## config.mk

```make
export PLATFORM = sky130hd
export DESIGN_NAME = next_pc_unit
export DESIGN_NICKNAME = d
export VERILOG_FILES = /design/src/rtl/next_pc_unit.sv
export SDC_FILE = /design/constraint.sdc
export NUM_CORES = 1
export LEC_CHECK = 0
export CORE_UTILIZATION = 35
export CTS_CLUSTER_DIAMETER = 80
export CTS_CLUSTER_SIZE = 24
export DETAILED_ROUTE_END_ITERATION = 10
export GPL_TIMING_DRIVEN = 0
export PLACE_DENSITY_LB_ADDON = 0.25
export SLEW_MARGIN = 25
export SYNTH_ARGS = -nofsm -noshare
export SYNTH_HDL_FRONTEND = slang
export SYNTH_SLANG_ARGS = --single-unit
```

## constraint.sdc

```tcl
create_clock -name clk -period 9.1 [get_ports clk]
set_input_delay 2.73 -clock clk [delete_from_list [all_inputs] [get_ports clk]]
set_output_delay 2.73 -clock clk [all_outputs]
set_load 0.005 [all_outputs]
```

## src/rtl/next_pc_unit.sv

```systemverilog
// next_pc_unit: next-address generator for the single-cycle fetch path.
// Each cycle it picks the PC load value: reset (0), hold, return, jump/call,
// taken branch or sequential. Calls and returns go through a return-address
// store, so nested jal / jr $ra resolve without reading the register file.
//
// Ports:
//   clk, reset          rising-edge clock, synchronous active-high reset
//   pc_in               current PC
//   stall               hold PC, no return-address store change
//   branch_taken        take branch to pc_in + 1 + branch_offset (signed)
//   jump, call, ret     jump, jal (push pc_in + 1), jr $ra (pop)
//   jump_target         absolute target for jump and call
//   next_pc             selected address (combinational)
//   ras_empty/ras_full  store occupancy, decoded from registered count
//   ras_err             sticky overflow/underflow flag, cleared by reset
//
// Configuration macro NEXT_PC_RAS_EN:
//   defined   - DEPTH-entry circular return-address stack
//   undefined - single link register (DEPTH only sizes the count register)
module next_pc_unit #(
    parameter int unsigned DEPTH = 4
) (
    input  logic       clk,
    input  logic       reset,
    input  logic [4:0] pc_in,
    input  logic       stall,
    input  logic       branch_taken,
    input  logic [4:0] branch_offset,
    input  logic       jump,
    input  logic       call,
    input  logic       ret,
    input  logic [4:0] jump_target,
    output logic [4:0] next_pc,
    output logic       ras_empty,
    output logic       ras_full,
    output logic       ras_err
);

    localparam int unsigned PC_W  = 5;
    localparam int unsigned CNT_W = $clog2(DEPTH + 1);
`ifdef NEXT_PC_RAS_EN
    localparam int unsigned CAP   = DEPTH;
    localparam int unsigned PTR_W = (DEPTH > 1) ? $clog2(DEPTH) : 1;
`else
    localparam int unsigned CAP   = 1;
`endif

    logic [PC_W-1:0]  seq;
    logic [PC_W-1:0]  br;
    logic [PC_W-1:0]  top;
    logic             do_ret;
    logic             do_call;
    logic [CNT_W-1:0] cnt_q;
    logic             err_q;

    // Same-width add is the sign-extended add with the carry dropped.
    assign seq = pc_in + PC_W'(1);
    assign br  = seq + branch_offset;

    // Stack operations this edge; ret beats call, stall and reset kill both.
    assign do_ret  = !reset && !stall && ret;
    assign do_call = !reset && !stall && call && !ret;

`ifdef NEXT_PC_RAS_EN
    logic [PC_W-1:0]  stack_q [DEPTH];
    logic [PTR_W-1:0] wp_q;
    logic [PTR_W-1:0] top_idx;

    assign top_idx = wp_q - PTR_W'(1);
    assign top     = stack_q[top_idx];

    // Circular stack; a push when full overwrites the oldest entry at wp.
    always_ff @(posedge clk) begin
        if (reset) begin
            for (int unsigned i = 0; i < DEPTH; i++) begin
                stack_q[i] <= '0;
            end
            wp_q  <= '0;
            cnt_q <= '0;
            err_q <= 1'b0;
        end else if (do_ret) begin
            if (cnt_q != '0) begin
                wp_q  <= top_idx;
                cnt_q <= cnt_q - CNT_W'(1);
            end else begin
                err_q <= 1'b1;
            end
        end else if (do_call) begin
            stack_q[wp_q] <= seq;
            wp_q          <= wp_q + PTR_W'(1);
            if (cnt_q == CNT_W'(CAP)) begin
                err_q <= 1'b1;
            end else begin
                cnt_q <= cnt_q + CNT_W'(1);
            end
        end
    end
`else
    logic [PC_W-1:0] link_q;

    assign top = link_q;

    // Single link register; count is 0 or 1.
    always_ff @(posedge clk) begin
        if (reset) begin
            link_q <= '0;
            cnt_q  <= '0;
            err_q  <= 1'b0;
        end else if (do_ret) begin
            if (cnt_q != '0) begin
                cnt_q <= '0;
            end else begin
                err_q <= 1'b1;
            end
        end else if (do_call) begin
            link_q <= seq;
            if (cnt_q == CNT_W'(CAP)) begin
                err_q <= 1'b1;
            end else begin
                cnt_q <= CNT_W'(1);
            end
        end
    end
`endif

    // Priority select of the next PC.
    always_comb begin
        next_pc = seq;
        if (reset) begin
            next_pc = '0;
        end else if (stall) begin
            next_pc = pc_in;
        end else if (ret) begin
            next_pc = (cnt_q != '0) ? top : seq;
        end else if (call || jump) begin
            next_pc = jump_target;
        end else if (branch_taken) begin
            next_pc = br;
        end
    end

    assign ras_empty = (cnt_q == '0);
    assign ras_full  = (cnt_q == CNT_W'(CAP));
    assign ras_err   = err_q;

endmodule

```

-- Word-level counts from Yosys, hierarchy flattened
Cells that the tools add are included.
- register bits: 9
- input bits: 22
- output and inout bits: 8
- word-level logic and storage cells: 39
- add/subtract/negate cells: 2
- eq/ne operators: 4
- mux-type cells: 14
- bitwise logic cells: 1
- reduce and logical (&&, ||, !) cells: 15
- operators by type and width (cell ; number):
    two-way mux 5 bit ; 6
    two-way mux 3 bit ; 4
    AND reduction 3 bit ; 2
    adder 5 x 1 -> 5 bit, second input constant ; 1
    adder 5 bit ; 1
    logical AND 1 bit ; 4
    two-way mux 1 bit ; 4
    inequality test 2 x 1 -> 1 bit, second input constant ; 2
    nonzero test 2 bit ; 2
    == test 3 x 1 -> 1 bit, second input constant ; 1
    zero test 1 bit ; 3
    zero test 3 bit ; 1
    nonzero test 3 bit ; 1
    inequality test 2 bit, second input constant ; 1
    AND reduction 2 bit ; 1
    logical OR 1 bit ; 1
    NOT 1 bit ; 1

-- Depth between registers and ports, before layout
- depth in word-level cells: 7
- gate-level depth with buffers: 9
- gate-level depth less buffers: 9

-- Worst setup path before layout
OpenSTA, ideal clock, no wires.
- kind: input -> output
- start point: input port pc_in[0]
- end point: output port next_pc[3]
- arrival time: 4445 ps
- data required time: 6370 ps
- path slack: 1925 ps
- cell stages on the path: 7
- path buffers: 0
- path through: ha_1 -> ha_1 -> a21o_1 -> a21oi_2 -> mux2i_1 -> or4_4 -> a221oi_2
- longest elaborated chain between the ends: 7
- elaborated cells on any way between the ends: 8
- classes of those cells: add/sub: 2; mux: 6
- ends and longest elaborated chain (item ; RTL line ; text):
    from (decl) ; 25 ; input logic [4:0] pc_in,
    adder 5 x 1 -> 5 bit (*) ; 57 ; assign seq = pc_in + PC_W'(1);
    adder 5 bit ; 58 ; assign br = seq + branch_offset;
    two-way mux 5 bit ; 137 ; end else if (branch_taken) begin
    two-way mux 5 bit ; 135 ; end else if (call || jump) begin
    two-way mux 5 bit (*) ; 133 ; end else if (ret) begin
    two-way mux 5 bit (*) ; 131 ; end else if (stall) begin
    two-way mux 5 bit (*) ; 129 ; if (reset) begin
    to (decl) ; 33 ; output logic [4:0] next_pc,
Mark *: on every way between the ends. The rest lies on a longest branch, timed or not.

-- Worst setup path after layout
- start point: input port pc_in[0]
- end point: output port next_pc[3]
- longest elaborated chain between the ends: 7
- elaborated cells on any way between the ends: 8
- classes of those cells: add/sub: 2; mux: 6
- ends and longest elaborated chain (item ; RTL line ; text):
    adder 5 x 1 -> 5 bit ; 57 ;
    via seq[2] ; 48 ; logic [PC_W-1:0] seq;
    adder 5 bit ; 58 ;
    two-way mux 5 bit ; 137 ;
    two-way mux 5 bit ; 135 ;
    two-way mux 5 bit ; 133 ;
    two-way mux 5 bit ; 131 ;
    two-way mux 5 bit ; 129 ;
The timed path passes the listed nets, and every way through them passes these cells.

==> run metrics <==
post-synth net total=133; min cycle time layout=8.45 ns; DR vias/cell=5.21; relative slew slack=41.5%; Clk pwr share=26.6%; register-to-register setup slack=8.13 ns; global route hottest layer=met2; Die ar.=2450 um2; Initial Util=38.7%; P_int=0.0000737 W; Clock Latency Late Sink=0.25 ns; Slew Viols, Final=0; Synth Register Bits=7; kind of critical path=input pin to output pin; GPL Wtd Cong=0.766; Row Count=16; initial DRC count=36; most common cell after layout, fill and taps aside=clkdlybuf4s50_1; top cell type's share of synthesized area=17.7%; diodes inserted=0; WHS Path Cells=2; commonest non-fill, non-tap cells in the layout=28 x clkdlybuf4s50_1, 18 x nor2_1, 8 x inv_1; Syn Inst Count=104; area grow syn2layout=43.0%; post-synth top area cell=dfxtp_1; WHS=0.465 ns; sequential-to-total area share from yosys stat=17.7%; post-DR wirelength/cell=12.3 um; Critical Path Sink Type=output pin; Final Hold Viols=0; post-route ant nets=0; post-synth cell types=32; global-route wire length before repair=3280 um; status=finished, final reports clean; r2r startpoint=cnt_q[0]; CTS tree=done; final worst path period share=92.8%; share of cells above drive strength 1=8.82%; largest net degree at the start of global routing=11; GR Util met2=32.7%; Mapped Area=791 um2; DR pass1 iterations=4; pwr dens=94.9 nW/um2; met1 Resource Use GR=19.9%; maxcap violations=0; Port Buf Inserts=28; Max Fclk=118 MHz; CP Max Fanout=6; Die Width=49.5 um; Core Region=2040 um2; DRC viols=0; RSZ-0062 raised after global routing=no; combinational power share=43.5%; synth top area cells=dfxtp_1 18%, ha_1 9.5%, mux2i_1 8.9%, nor2_1 8.5%, a211oi_1 6.6%; Max VDD drop=87.8 uV; nets@finish=166; initial antenna violation count=0; NetSw=0.0000337 W; Setup-failing EPs final=0; synth warn=0; Routed Wire Length=2000 um; Critical Path RT=6.37 ns; vias in the first global route=787; min-delay src=ras_err; CTS Sinks=7; R2R depth=4; io pins=30; crit path launch type=input pin; CTS H-tree lvls=1; setup bufs post-CTS=0; Detailed Place HPWL=1620 um; via count=849; Mapped Avg Cell Area=7.60 um2; Post-Route Setup TNS=0 ns; Clock Path Buffers=2; RR Endpoint=ras_err; Die Y=49.5 um; CTS Root Cell=clkbuf_4; Worst Clk Skew=0.0000990 ns; Slew @ Worst Pin=0.876 ns; Crit path arrival time=5.72 ns; M3 GR Usage=4.01%; leakage dissipation=0.448 nW; HP Class=register to register; Tot GR Track Use=17.4%; sequential power share=29.9%; Worst Hold End=ras_err; Sw Ratio=31.4%; Worst-path clk slew=0.05 ns; Num CTS Buffers=3; Layout fillers=203; CTS Hold Buffers Added=0; Post-CTS Resized=0; remaining global-route overflow=0
==> stage by stage <==
| step | instance area [um2] | total power, W | std cells | util [%] | setup slack (ns) |
|---|---|---|---|---|---|
| floorplan | 791 | 0.0000593 | 104 | - | 1.92 |
| global placement | 1100 | 0.0000785 | 159 | 54.1 | 0.679 |
| detailed placement | 1100 | 0.0000795 | 159 | 54.1 | 0.638 |
| CTS | 1130 | 0.000108 | 163 | 55.4 | 0.640 |
| global route | 1130 | 0.000116 | 163 | 55.4 | 0.496 |
| finish | 1130 | 0.000107 | 163 | 55.4 | 0.654 |
==> cell families after synthesis <==
kind of cell,after synthesis,synth area share [%]
compound gates,22,20.1
xor+xnor,5,6.49
fa+ha+maj,7,12.0
buf+inv,13,6.33
flops,7,17.7
mux,8,10.3
simple gates,42,27.1
==> state kept, by name, summed over array words and instances, names as in the netlist <==
signal / flops
link_q: 5
cnt_q: 1
ras_err: 1
==> critical path, stage by stage <==
cell and delay, ns:
clkdlybuf4s50_1 0.60, ha_1 0.22, xor2_1 0.31, ha_1 0.34
a21oi_2 0.15, mux2i_1 0.08, or4_4 0.52, a221oi_2 0.22
clkdlybuf4s50_1 0.53
==> Yosys cell counts <==
cell type and instances:
buf_2 1, a21o_1 1, xnor2_1 1, nand3_2 1, nand3b_1 2, xor2_1 3, a221oi_2 1, ha_1 6
a221oi_1 1, mux2_2 1, clkbuf_1 4, a41oi_1 1, a21oi_2 1, mux2i_1 7, a211o_1 2, or2_2 1
a21oi_1 7, nand2_1 7, nand2b_1 2, dfxtp_1 7, nor3_1 4, or4_4 1, or3_1 1, fa_1 1
inv_1 8, a211oi_1 7, o21ai_0 1, xnor2_2 1, nor2_1 18, and3b_1 1, nand3_1 3, nor4b_2 1
==> power by group through the flow <==
| stage | sequential [W] | combinational [W] | clock [W] |
|---|---|---|---|
| 2_1_floorplan | 0.0000327 | 0.0000266 | 0 |
| 4_1_cts | 0.0000321 | 0.0000470 | 0.0000290 |
| 3_5_place_dp | 0.0000328 | 0.0000468 | 0 |
| 5_1_grt | 0.0000322 | 0.0000517 | 0.0000318 |
| 6_report | 0.0000321 | 0.0000467 | 0.0000285 |
| 3_3_place_gp | 0.0000327 | 0.0000458 | 0 |
==> metal layers <==
layer / up-vias / share of wire, %
li1: 431 / -
met1: 388 / 45
met2: 30 / 49
met3: 0 / 5.4
met4: 0 / 0
met5: - / 0
==> how the worst max path moves through the flow <==
stage	startpoint	slack (ns)	endpoint
floorplan	pc_in[0]	1.92	next_pc[3]
global placement	pc_in[0]	0.68	next_pc[3]
detailed placement	pc_in[0]	0.64	next_pc[3]
CTS	pc_in[0]	0.64	next_pc[3]
global route	pc_in[0]	0.50	next_pc[3]
finish	pc_in[0]	0.65	next_pc[3]
==> cell type report <==
class                   count  area (um2)  share of cell area [%]
inverters                   8        30.0                    2.65
repair buffers             28         280                    24.8
well taps                  27        33.8                    2.99
plain buffers               5        20.0                    1.77
clock buffers               4        26.3                    2.32
flip-flops and latches      7         140                    12.4
multi-input cells          84         601                    53.1
No activity file was read; power rests on OpenSTA's default activity.
==> patch 1 (same settings) <==
Add a define of `NEXT_PC_RAS_EN`.
--- a/src/rtl/next_pc_unit.sv
+++ b/src/rtl/next_pc_unit.sv
@@ -17,6 +17,8 @@
 // Configuration macro NEXT_PC_RAS_EN:
 //   defined   - DEPTH-entry circular return-address stack
 //   undefined - single link register (DEPTH only sizes the count register)
+`define NEXT_PC_RAS_EN
+
 module next_pc_unit #(
     parameter int unsigned DEPTH = 4
 ) (
Formal check against the unedited RTL: not equivalent (a bounded check fails within 4 cycles, from zero or initial values and one cycle with reset high).
==> patch 1 against the unedited design <==
Utilization fell by 10 points; hold slack better by 0.073 ns; sequential share of layout area increased by 21 points; global-route usage down 0.42 points; first-iteration DRC count is 120% higher; wire length grew 110%; largest cell class unchanged; worst setup slack lost 0.27 ns; design area rose by 89%; total power rose to 2.8 times the old value; die area up 110%; combinational power grew 47%; synthesized area up 120%; sequential cell count is 19 higher.
==> patch 1: results (changes against the unedited design) <==
stage,metric,value,unit,change
global_routing,grt_max_degree,16,,was 11
power_and_ir_drop,peakVddDrop,0.0000571,V,was 0.0000878 V
global_routing,use_met2,0.286,,was 0.327
detailed_routing,wl,4.16,mm,was 2.00 mm
outcome,status,completed,,unchanged
synth,ys_seq_area_frac,0.418,,was 0.177
cells_and_area,multi_input_cells,131,,was 84
cells_and_area,inverters,11,,was 8
global_routing,grt.total_usage,0.170,,was 0.174
synth,synth_common_cells,"26 x nor2_1, 20 x edfxtp_1, 15 x nand2_1",,"was 18 x nor2_1, 8 x inv_1"
timing,fin_skew,0.00784,ns,was 0.0000990 ns
detailed_routing,wl_met1,2.02,mm,was 910 um
synth,synth_compound_area_frac,0.128,,was 0.201
cells_and_area,bufAreaShareNonClock,0.146,,was 0.265
global_routing,met3_usage,0.0236,,was 0.0401
timing,min_period,8.72,ns,was 8.45 ns
synth,synth_cell_types,42,,was 32
power_and_ir_drop,p_leak,0.787,nW,was 0.448 nW
worst_setup_path,endpoint,next_pc[4],,was next_pc[3]
cells_and_area,multi_input_area_share,0.426,,was 0.531
synth,synth_mux_area_frac,0.0834,,was 0.103
clock_network,clock-sinks,26,,was 7
worst_setup_path,r2r_setup_slack,7.43,ns,was 8.13 ns
placed_design,io_buffer_count,26,,was 28
cells_and_area,nFillCells,446,,was 203
placed_design,pre_cts_slack,0.391,ns,was 0.638 ns
global_routing,grt_use_met1,0.230,,was 0.199
synth,synthTopCellsByArea,"edfxtp_1 35%, dfxtp_1 7.0%, mux4_2 6.5%, nor2_1 5.7%, a21oi_1 4.1%",,"was dfxtp_1 18%, ha_1 9.5%, mux2i_1 8.9%, nor2_1 8.5%, a211oi_1 6.6%"
worst_setup_path,cpPeakStageDelay,0.54,ns,was 0.60 ns
-- patch 1: changes by cell type in the layout (fill, tap and decap cells not counted), moves of 3 or more --
cell and delta:
edfxtp_1 +20, nand2_1 +8, nor2_1 +8, a21oi_1 +7, nand2b_1 +6, mux2i_1 -5
mux4_2 +5, buf_2 +4, o211ai_1 +4, o21ai_0 +4, a211oi_1 -3, clkbuf_4 -3
clkbuf_8 +3, xnor2_1 +3
-- patch 1: per-stage QoR --
step	utilization	cells	hold WS [ns]	area, sq um
finish	0.453	277	0.538	2140
global placement	0.438	273	0.514	2070
CTS	0.453	277	0.542	2140
floorplan	-	180	0.508	1730
detailed placement	0.438	273	0.522	2070
global route	0.453	277	0.616	2140
-- patch 1: report_power, final --
group	internal, W	total (W)	switching [W]
combinational	0.0000328	0.0000687	0.0000359
clock	0.0000589	0.0000981	0.0000392
sequential	0.000133	0.000135	0.00000215
total	0.000225	0.000302	0.0000772
==> patch 2 (same flow settings) <==
Made on the original files. Add an input register stage for `branch_offset` and `jump_target`; this delays them by one clock. The other inputs are not delayed to match.
--- a/src/rtl/next_pc_unit.sv
+++ b/src/rtl/next_pc_unit.sv
@@ -38,6 +38,14 @@
 
     localparam int unsigned PC_W  = 5;
     localparam int unsigned CNT_W = $clog2(DEPTH + 1);
+
+    logic [4:0] branch_offset_q;
+    logic [4:0] jump_target_q;
+
+    always_ff @(posedge clk) begin
+        branch_offset_q <= branch_offset;
+        jump_target_q   <= jump_target;
+    end
 `ifdef NEXT_PC_RAS_EN
     localparam int unsigned CAP   = DEPTH;
     localparam int unsigned PTR_W = (DEPTH > 1) ? $clog2(DEPTH) : 1;
@@ -55,7 +63,7 @@
 
     // Same-width add is the sign-extended add with the carry dropped.
     assign seq = pc_in + PC_W'(1);
-    assign br  = seq + branch_offset;
+    assign br  = seq + branch_offset_q;
 
     // Stack operations this edge; ret beats call, stall and reset kill both.
     assign do_ret  = !reset && !stall && ret;
@@ -133,7 +141,7 @@
         end else if (ret) begin
             next_pc = (cnt_q != '0) ? top : seq;
         end else if (call || jump) begin
-            next_pc = jump_target;
+            next_pc = jump_target_q;
         end else if (branch_taken) begin
             next_pc = br;
         end
Function: changed (a bounded check fails within 4 cycles, from zero or initial values and one cycle with reset high).
==> patch 2 against the unedited design <==
Synthesized area increased by 25%; sequential cell count increased by 10; design area up 18%; count of clock-buffer cells in the layout stayed put; total power rose by 55%; worst setup slack got worse by 0.079 ns; wire length grew 16%; die area grew 24%; register-to-register slack lost 0.03 ns; largest power group is now registers.
==> patch 2: results (changes against the unedited design) <==
stage,metric,value,unit,change
cells_and_area,final_nets,176,,was 166
cells_and_area,final-seq-area,340,sq um,was 140 sq um
cells_and_area,syn2layout_area_growth,34.7,%,was 43.0%
placed_design,placed_cells,172,,was 159
clock_network,clock_latency,0.29,ns,was 0.25 ns
synth,synth_common_cells,"18 x nor2_1, 17 x dfxtp_1, 8 x inv_1",,"was 18 x nor2_1, 8 x inv_1"
global_routing,grt_pass1_wl,4.06,mm,was 3.28 mm
placed_design,placed_area,1310,sq um,was 1100 sq um
detailed_routing,vias,925,,was 849
placed_design,pre_cts_slack,0.597,ns,was 0.638 ns
die,die_w,55.2,um,was 49.5 um
cells_and_area,layout-drive-gt1-share,0.0822,,was 0.0882
global_routing,met3_usage,0.0328,,was 0.0401
global_routing,grt.total_usage,0.165,,was 0.174
cells_and_area,nFillCells,248,,was 203
global_routing,grt_use_met1,0.196,,was 0.199
timing,fin_skew,0.0000757,ns,was 0.0000990 ns
synth,synthTopCellsByArea,"dfxtp_1 34%, ha_1 7.6%, mux2i_1 7.1%, nor2_1 6.8%, a211oi_1 5.3%",,"was dfxtp_1 18%, ha_1 9.5%, mux2i_1 8.9%, nor2_1 8.5%, a211oi_1 6.6%"
detailed_routing,met2_length,1.08,mm,was 985 um
synth,ys_seq_area_frac,0.343,,was 0.177
power_and_ir_drop,peakVddDrop,0.0000851,V,was 0.0000878 V
placed_design,gp_congestion,0.831,,was 0.766
detailed_routing,wl,2.32,mm,was 2.00 mm
outcome,status,completed,,unchanged
detailed_routing,top_layer,met4,,was met3
==> patch 2: power groups by stage <==
stage	sequential (W)	combinational, W	clock [W]
2_1_floorplan	0.0000804	0.0000266	0
3_5_place_dp	0.0000807	0.0000468	0
3_3_place_gp	0.0000806	0.0000459	0
5_1_grt	0.0000794	0.0000521	0.0000462
6_report	0.0000789	0.0000471	0.0000406
4_1_cts	0.0000790	0.0000470	0.0000420
==> patch 2: final timing paths <==
check	start	to	slack [ns]	depth (start not counted)
setup reg to reg	cnt_q[0]	cnt_q[0]	8.10	3
setup / recovery	pc_in[0]	next_pc[3]	0.58	9
hold reg to reg	ras_err	ras_err	0.49	2
hold / removal	ras_err	ras_err	0.49	2
==> patch 2: worst register-to-register path: cells and delay by family (launching register included) <==
family,cells,cell delay (ns)
flip-flops,1,0.36
AO/OA/AOI/OAI,1,0.08
AND/OR/NAND/NOR,1,0.16
buffers and inverters,1,0.32
